## src/rtl/imsic_setip_merge.sv

```systemverilog
// Buffers MSI setipnum messages and merges them with software writes into the per-file eip registers.
// Build option: define IMSIC_SETIP_DROP_CNT_EN to count discarded messages on o_drop_cnt.
module imsic_setip_merge #(
    parameter int unsigned NR_INTP_FILES   = 7,
    parameter int unsigned XLEN            = 64,
    parameter int unsigned NR_SRC_WIDTH    = 8,
    parameter int unsigned NR_REG          = 1,
    parameter int unsigned INTP_FILE_WIDTH = 3,
    parameter int unsigned FIFO_DEPTH      = 4
) (
    input  logic                                       clk,
    input  logic                                       rst,
    input  logic                                       i_setipnum_vld,
    output logic                                       o_setipnum_rdy,
    input  logic [NR_SRC_WIDTH-1:0]                    i_setipnum,
    input  logic [INTP_FILE_WIDTH-1:0]                 i_setipnum_file,
    input  logic [NR_INTP_FILES*NR_REG-1:0][XLEN-1:0]  eip_sw,
    input  logic [NR_INTP_FILES*NR_REG-1:0]            eip_sw_wr,
    output logic [NR_INTP_FILES*NR_REG-1:0][XLEN-1:0]  eip_final,
    output logic [15:0]                                o_drop_cnt
);

    localparam int unsigned NR_REGS  = NR_INTP_FILES * NR_REG;
    localparam int unsigned ID_SPACE = NR_REG * XLEN;
    localparam int unsigned PTR_W    = $clog2(FIFO_DEPTH);
    localparam int unsigned CNT_W    = $clog2(FIFO_DEPTH) + 1;

    typedef struct packed {
        logic [INTP_FILE_WIDTH-1:0] file;
        logic [NR_SRC_WIDTH-1:0]    id;
    } setip_ent_t;

    setip_ent_t                        fifo_mem [FIFO_DEPTH];
    logic [PTR_W-1:0]                  wr_ptr;
    logic [PTR_W-1:0]                  rd_ptr;
    logic [CNT_W-1:0]                  occ;
    logic [CNT_W-1:0]                  occ_nxt;
    logic                              push;
    logic                              pop;
    setip_ent_t                        head;
    logic                              ent_ok;
    int unsigned                       tgt_reg;
    int unsigned                       tgt_bit;
    logic [NR_REGS-1:0][XLEN-1:0]      eip_nxt;

    // Handshake and occupancy update; pop is unconditional whenever something is queued
    always_comb begin
        push    = i_setipnum_vld & o_setipnum_rdy;
        pop     = (occ != '0);
        occ_nxt = occ;
        case ({push, pop})
            2'b10:   occ_nxt = occ + CNT_W'(1);
            2'b01:   occ_nxt = occ - CNT_W'(1);
            default: occ_nxt = occ;
        endcase
    end

    always_ff @(posedge clk) begin
        if (rst) begin
            wr_ptr         <= '0;
            rd_ptr         <= '0;
            occ            <= '0;
            o_setipnum_rdy <= 1'b1;
        end else begin
            if (push) begin
                wr_ptr <= wr_ptr + PTR_W'(1);
            end
            if (pop) begin
                rd_ptr <= rd_ptr + PTR_W'(1);
            end
            occ            <= occ_nxt;
            o_setipnum_rdy <= (occ_nxt != CNT_W'(FIFO_DEPTH));
        end
    end

    // Payload storage needs no reset: pointers and occupancy gate every read
    always_ff @(posedge clk) begin
        if (push && !rst) begin
            fifo_mem[wr_ptr] <= '{file: i_setipnum_file, id: i_setipnum};
        end
    end

    // Decode the head entry into a register index and bit position
    always_comb begin
        head    = fifo_mem[rd_ptr];
        tgt_reg = 32'(head.file) * NR_REG + 32'(head.id) / XLEN;
        tgt_bit = 32'(head.id) % XLEN;
        ent_ok  = (32'(head.file) < NR_INTP_FILES) &&
                  (head.id != '0) &&
                  (32'(head.id) < ID_SPACE);
    end

    // Software write replaces the register, then the popped message ORs its bit on top
    always_comb begin
        eip_nxt = eip_final;
        for (int unsigned r = 0; r < NR_REGS; r++) begin
            if (eip_sw_wr[r]) begin
                eip_nxt[r] = eip_sw[r];
            end
            if (pop && ent_ok && (tgt_reg == r)) begin
                eip_nxt[r] = eip_nxt[r] | (XLEN'(1) << tgt_bit);
            end
            if ((r % NR_REG) == 0) begin
                eip_nxt[r][0] = 1'b0;
            end
        end
    end

    always_ff @(posedge clk) begin
        if (rst) begin
            eip_final <= '0;
        end else begin
            eip_final <= eip_nxt;
        end
    end

`ifdef IMSIC_SETIP_DROP_CNT_EN
    // Saturating count of popped entries that could not be applied
    always_ff @(posedge clk) begin
        if (rst) begin
            o_drop_cnt <= '0;
        end else if (pop && !ent_ok && (o_drop_cnt != 16'hFFFF)) begin
            o_drop_cnt <= o_drop_cnt + 16'd1;
        end
    end
`else
    assign o_drop_cnt = '0;
`endif

endmodule

```

## config.mk

```make
export PLATFORM = sky130hd
export DESIGN_NAME = imsic_setip_merge
export DESIGN_NICKNAME = d
export VERILOG_FILES = /design/src/rtl/imsic_setip_merge.sv
export SDC_FILE = /design/constraint.sdc
export NUM_CORES = 1
export LEC_CHECK = 0
export CAP_MARGIN = 5
export CORE_AREA = 2 2 361 363
export DETAILED_ROUTE_END_ITERATION = 8
export DIE_AREA = 0 0 363 365
export GPL_TIMING_DRIVEN = 0
export SYNTH_ARGS = -nofsm -noshare
export SYNTH_HDL_FRONTEND = slang
export SYNTH_SLANG_ARGS = --single-unit
```

## constraint.sdc

```tcl
create_clock -name clk -period 4.6 [get_ports clk]
set_input_delay 1.15 -clock clk [delete_from_list [all_inputs] [get_ports clk]]
set_output_delay 1.15 -clock clk [all_outputs]
set_load 0.03 [all_outputs]
```

==> impl_metrics.ini, run 1 <==
[logic_synthesis]
ys_seq_elements = 495
synth_flop_cell = dfxtp_1
yosysMostFrequentCell = dfxtp_1
synth-seq-area-share_pct = 49.7
syn-mean-instance-area_sq_um = 10.9
ys_warn_count = 0
ys_types = 58
yosysTopAreaCellShare_pct = 43.3
async_flop_share_pct = 0
netlist_area_sq_mm = 0.0208
synth.area.top_cells = dfxtp_1, mux2i_1, o22ai_1
netlist_instances = 1904
synth_edf_count = 44
synth_common_cells = dfxtp_1, mux2i_1, o22ai_1
yosys.area.top_type = dfxtp_1

[global_route]
antenna_found_initial = 81
grt_max_degree = 14
grt_first_pass_wirelength_um = 208000
track_usage_pct = 23.8
grt_overflow_total = 0
grt_pass1_vias = 21400

[placed_design]
dpl_worst_slack_ns = -0.565
io_buffers = 896
place.detailed.hpwl_um = 135000
place_inst = 4506
gpl.final_weighted_congestion = 0.887

[critical_path]
cp-end-kind = flip-flop
startpoint_type = flip-flop
cp.required_ns = 5.07
r2r_cells = 10
cp.arrival_ns = 4.95
crit_fanout = 10
path_class = reg2reg

[cts]
cts_root_buffer = clkbuf_16
clockBufferDepth = 3
htreeDepth = 3
worst_skew_pair.late_latency_ns = 0.67
cts_tree = built
cts_buffers = 67
clkTransAtPathRegs_ns = 0.06
cts.sinks = 495

[outcome]
status = completed

[floorplan]
die_area_sq_mm = 0.132
die_w_um = 363
chipHeight_um = 365
pin_count = 934
num_rows = 132
start_util_pct = 16.2
core_region_area_sq_mm = 0.129

[timing]
hold_viol_final = 0
min_period_over_period_pct = 97.2
holdWs_ns = 0.506
fin_worst_skew_ns = 0.0401
slew_headroom_pct = 4.56
rsz0062_at_grt = yes
tightest_slew_ns = 1.43
fmax_mhz = 224
drv_slew = 0
period_minus_slack_ns = 4.47
finalSetupTns_ns = 0
setup_viol = 0
fin_ws_ns = 0.127

[job]
cap_viol_max_count = 0

[power_and_ir_drop]
internal_power_mw = 9.52
power_frac_seq_pct = 29.8
power.density_mw_per_mm2 = 467
pwr-share-comb_pct = 36.3
p_switching_mw = 6.61
leakage_nw = 12.8
pwr-share-clk_pct = 33.8
switching_share_pct = 41.0
power_mw = 16.1
ir_worst_vdd_v = 0.000289

[route]
first_pass_iters = 7
routed_via_density = 4.67
remaining_drc_errors = 0
ant_nets = 0
vias = 21800
route.detailed.wl_per_inst_um = 35.4
drt_iter0_drc = 1648
drt_wl_total_um = 165000

[final_layout]
area_growth_pct = 65.7
drive_gt1_share_pct = 9.04
final_nets = 3382
nFillCells = 13600
final_cells = 4667

[hold_path]
min_path_type = reg2reg
holdPathStages = 2
[cell type report]
type | count | area [sq um] | area share (%)
Clock buffer | 83 | 1840 | 5.32
Clock inverter | 34 | 385 | 1.12
Timing Repair Buffer | 909 | 9130 | 26.4
Antenna cell | 40 | 100 | 0.290
Buffer | 220 | 1000 | 2.90
Multi-Input combinational cell | 1204 | 9610 | 27.8
Inverter | 7 | 26.3 | 0.0761
Sequential cell | 495 | 10300 | 30.0
Tap cell | 1675 | 2100 | 6.07
[through the flow]
| stage | instance area (sq um) | util, % |
|---|---|---|
| detailed placement | 32100 | 25.0 |
| floorplan | 20900 | - |
| CTS | 34400 | 26.7 |
| finish | 34500 | 26.8 |
| global route | 34500 | 26.8 |
| global placement | 32000 | 24.9 |
[path summary, 6_finish.rpt]
check	endpoint	startpoint	slack (ns)
max	eip_final[190]	flip-flop	0.13
min	wr_ptr[1]	o_setipnum_rdy	0.51
max reg2reg	eip_final[190]	flip-flop	0.13
min reg2reg	wr_ptr[1]	o_setipnum_rdy	0.51
[registers in the layout (all words and copies together), names as in the netlist, named ones only]
name            flops
fifo_mem           44
wr_ptr              2
occ                 3
o_setipnum_rdy      1
eip_final         441
rd_ptr              2
[power groups by stage]
stage	logic, mW	registers (mW)	clock network (mW)
6_report	5.86	4.81	5.46
5_1_grt	6.07	4.83	5.70
4_1_cts	5.85	4.80	5.55
3_5_place_dp	5.80	4.89	0
3_3_place_gp	5.72	4.89	0
2_1_floorplan	2.26	5.32	0
[cell families after synthesis]
group | after synthesis | share of synthesized area, %
muxes | 454 | 22.5
and+or+nand+nor | 247 | 6.52
AOI/OAI and AO/OA | 467 | 15.7
buffers and inverters | 227 | 4.83
other | 1 | 0.0180
adders and majority gates | 9 | 0.612
xor gates and xnor gates | 4 | 0.168
DFF | 495 | 49.7
[layout by cell type, fill, tap and decap left out, drive strengths merged, types with 7 or more instances in the layout]
cell type and instances:
o211ai 8, clkinvlp 7, clkinv 15, o32ai 88, edfxtp 44, and2 15
nand3 83, dfxtp 451, o21ai 11, conb 23, inv 13, ha 7
nand4 16, buf 88, clkbuf 226, clkdlybuf4s50 896, nor2b 9, nand2 41
o22ai 316, or2 10, mux2i 442, a31o 22, nor2 40, diode 40
mux4 11
[layer usage]
layer / share of wire (%) / GRT usage [%] / vias up
li1: - / - / 9377
met1: 41 / 28.6 / 10900
met2: 46 / 37.8 / 1186
met3: 9.0 / 8.17 / 300
met4: 4.8 / 11.9 / 26
met5: 0.10 / 0 / -
[repair_timing]
item | CTS | global route
gates resized for setup | 7 | 4
setup endpoints to repair | 116 | 6
endpoints found under the hold margin | 0 | 0
pin swaps | 2 | 0
buffers inserted | 3 | 0
hold buffers | 0 | 0
[worst max-delay path, stage by stage (launching register included)]
cell      delay, ns
dfxtp_1        0.38
buf_6          0.21
mux4_2         0.53
buf_2          0.21
ha_1           0.27
fa_1           0.49
and3_1         0.17
clkbuf_1       0.33
o21ai_0        0.56
clkbuf_1       0.95
o22ai_1        0.19
No activity file was read; power rests on OpenSTA's default activity.
==> run 2, diff against run 1 <==
CELL_PAD_IN_SITES_DETAIL_PLACEMENT = 1   (was unset)
CELL_PAD_IN_SITES_GLOBAL_PLACEMENT = 1   (was unset)
CORE_AREA = 2 2 362 364   (was 2 2 361 363)
DIE_AREA = 0 0 364 366   (was 0 0 363 365)
PLACE_DENSITY_LB_ADDON = 0.1   (was unset)
==> impl_metrics.ini, run 2 (synthesis results as in run 1) <==
[route]
first_pass_iters = 5
drt_wl_total_um = 160000
routed_via_density = 4.46
route.detailed.wl_per_inst_um = 33.9
ant_nets = 0
drt_iter0_drc = 1138
remaining_drc_errors = 0
vias = 21100

[global_route]
grt_pass1_vias = 22700
antenna_found_initial = 51
grt_overflow_total = 0
grt_max_degree = 12
track_usage_pct = 23.2
grt_first_pass_wirelength_um = 209000

[critical_path]
startpoint_type = flip-flop
cp.required_ns = 5.16
reg2reg_to = eip_final[381]
reg2reg_slack_ns = 0.08
r2r_cells = 10
crit_fanout = 11
cp-end-kind = flip-flop
cp.arrival_ns = 5.07
path_class = reg2reg

[placed_design]
gpl.final_weighted_congestion = 0.814
place_inst = 4570
io_buffers = 896
place.detailed.hpwl_um = 129000

[power_and_ir_drop]
power_mw = 16.2
power.density_mw_per_mm2 = 469
leakage_nw = 12.8
ir_worst_vdd_v = 0.000224

[floorplan]
die_area_sq_mm = 0.133
die_w_um = 364
pin_count = 934
num_rows = 132
core_region_area_sq_mm = 0.129
chipHeight_um = 366
start_util_pct = 16.2

[final_layout]
final_nets = 3381
area_growth_pct = 65.9
final_cell_mix = clkdlybuf4s50_1, dfxtp_1, mux2i_1, o22ai_1, clkbuf_1
largest_register = eip_final
nFillCells = 14400
reg.largest.list = eip_final x441, fifo_mem x44, occ x3
drive_gt1_share_pct = 8.66
final_cells = 4725
largest_reg_flops = 441
final_common_cell = clkdlybuf4s50_1

[hold_path]
whs_endpoint = wr_ptr[1]
min_path_type = reg2reg
holdPathStages = 2
min-delay-start = wr_ptr[1]

[cts]
clkTransAtPathRegs_ns = 0.06
cts.sinks = 495
cts_root_buffer = clkbuf_16
htreeDepth = 3
worst_skew_pair.late_latency_ns = 0.66
cts_buffers = 68
cts_tree = built
ctsHoldBuffers = 0
clockBufferDepth = 3

[timing]
drv_slew = 0
slew_headroom_pct = 7.04
hold_viol_final = 0
fmax_mhz = 221
period_minus_slack_ns = 4.52
min_period_over_period_pct = 98.2
setup_viol = 0
fin_worst_skew_ns = 0.0291
tightest_slew_ns = 1.39
rsz0062_at_grt = yes

[job]
cap_viol_max_count = 0

[outcome]
status = completed
-- run 2: worst max path at each step --
stage	startpoint	to	slack [ns]	depth (start not counted)
6_report	flip-flop	eip_final[381]	0.08	10
3_5_place_dp	flip-flop	eip_final[142]	-0.56	11
5_1_grt	flip-flop	eip_final[381]	-0.11	10
2_1_floorplan	flip-flop	eip_final[137]	1.20	11
3_3_place_gp	flip-flop	eip_final[142]	-0.56	11
4_1_cts	flip-flop	eip_final[259]	-0.06	10
-- run 2: final cells by class --
| cell class | instances | area (sq um) | area share (%) |
|---|---|---|---|
| Antenna cell | 28 | 70.1 | 0.203 |
| Buffer | 220 | 1000 | 2.90 |
| Clock buffer | 106 | 1990 | 5.77 |
| Clock inverter | 16 | 243 | 0.702 |
| Inverter | 7 | 26.3 | 0.0760 |
| Multi-Input combinational cell | 1204 | 9610 | 27.8 |
| Sequential cell | 495 | 10300 | 29.9 |
| Tap cell | 1742 | 2180 | 6.30 |
| Timing Repair Buffer | 907 | 9100 | 26.3 |
-- run 2: timing repair --
item,4_1_cts,5_1_grt
setup endpoints to repair,149,76
resized for setup,7,14
buffers inserted,4,1
pin swaps,1,1
-- run 2: report_power, final --
part	switching (mW)	leakage (nW)	total [mW]	internal, mW
Clock	2.22	1.09	5.48	3.27
Combinational	4.22	7.55	5.91	1.70
Sequential	0.175	4.12	4.82	4.64
-- run 2: stage by stage --
stage / setup slack, ns / TNS [ns] / util, % / cell area (sq um) / hold slack, ns
after global placement: -0.561 / -45.02 / 24.9 / 32100 / 0.493
after global routing: -0.106 / -0.663 / 26.8 / 34500 / 0.539
final: 0.0835 / 0 / 26.8 / 34600 / 0.519
after floorplan: 1.20 / 0 / - / 20900 / 0.469
after detailed placement: -0.562 / -32.37 / 25.0 / 32200 / 0.513
after CTS: -0.0590 / -0.426 / 26.7 / 34500 / 0.522
-- run 2: per-layer routing --
metal	GRT usage (%)	share of wire, %
met3	6.03	6.4
met2	41.5	51
met4	8.01	2.8
met5	0	0.12
met1	26.3	39
-- run 2: worst max-delay path, stage by stage (launching register included) --
cell	delay, ns
dfxtp_1	0.38
buf_6	0.21
mux4_2	0.53
buf_2	0.22
ha_1	0.28
fa_1	0.58
nor4_2	0.54
buf_2	0.44
nand2_2	0.25
buf_1	0.58
o22ai_1	0.38
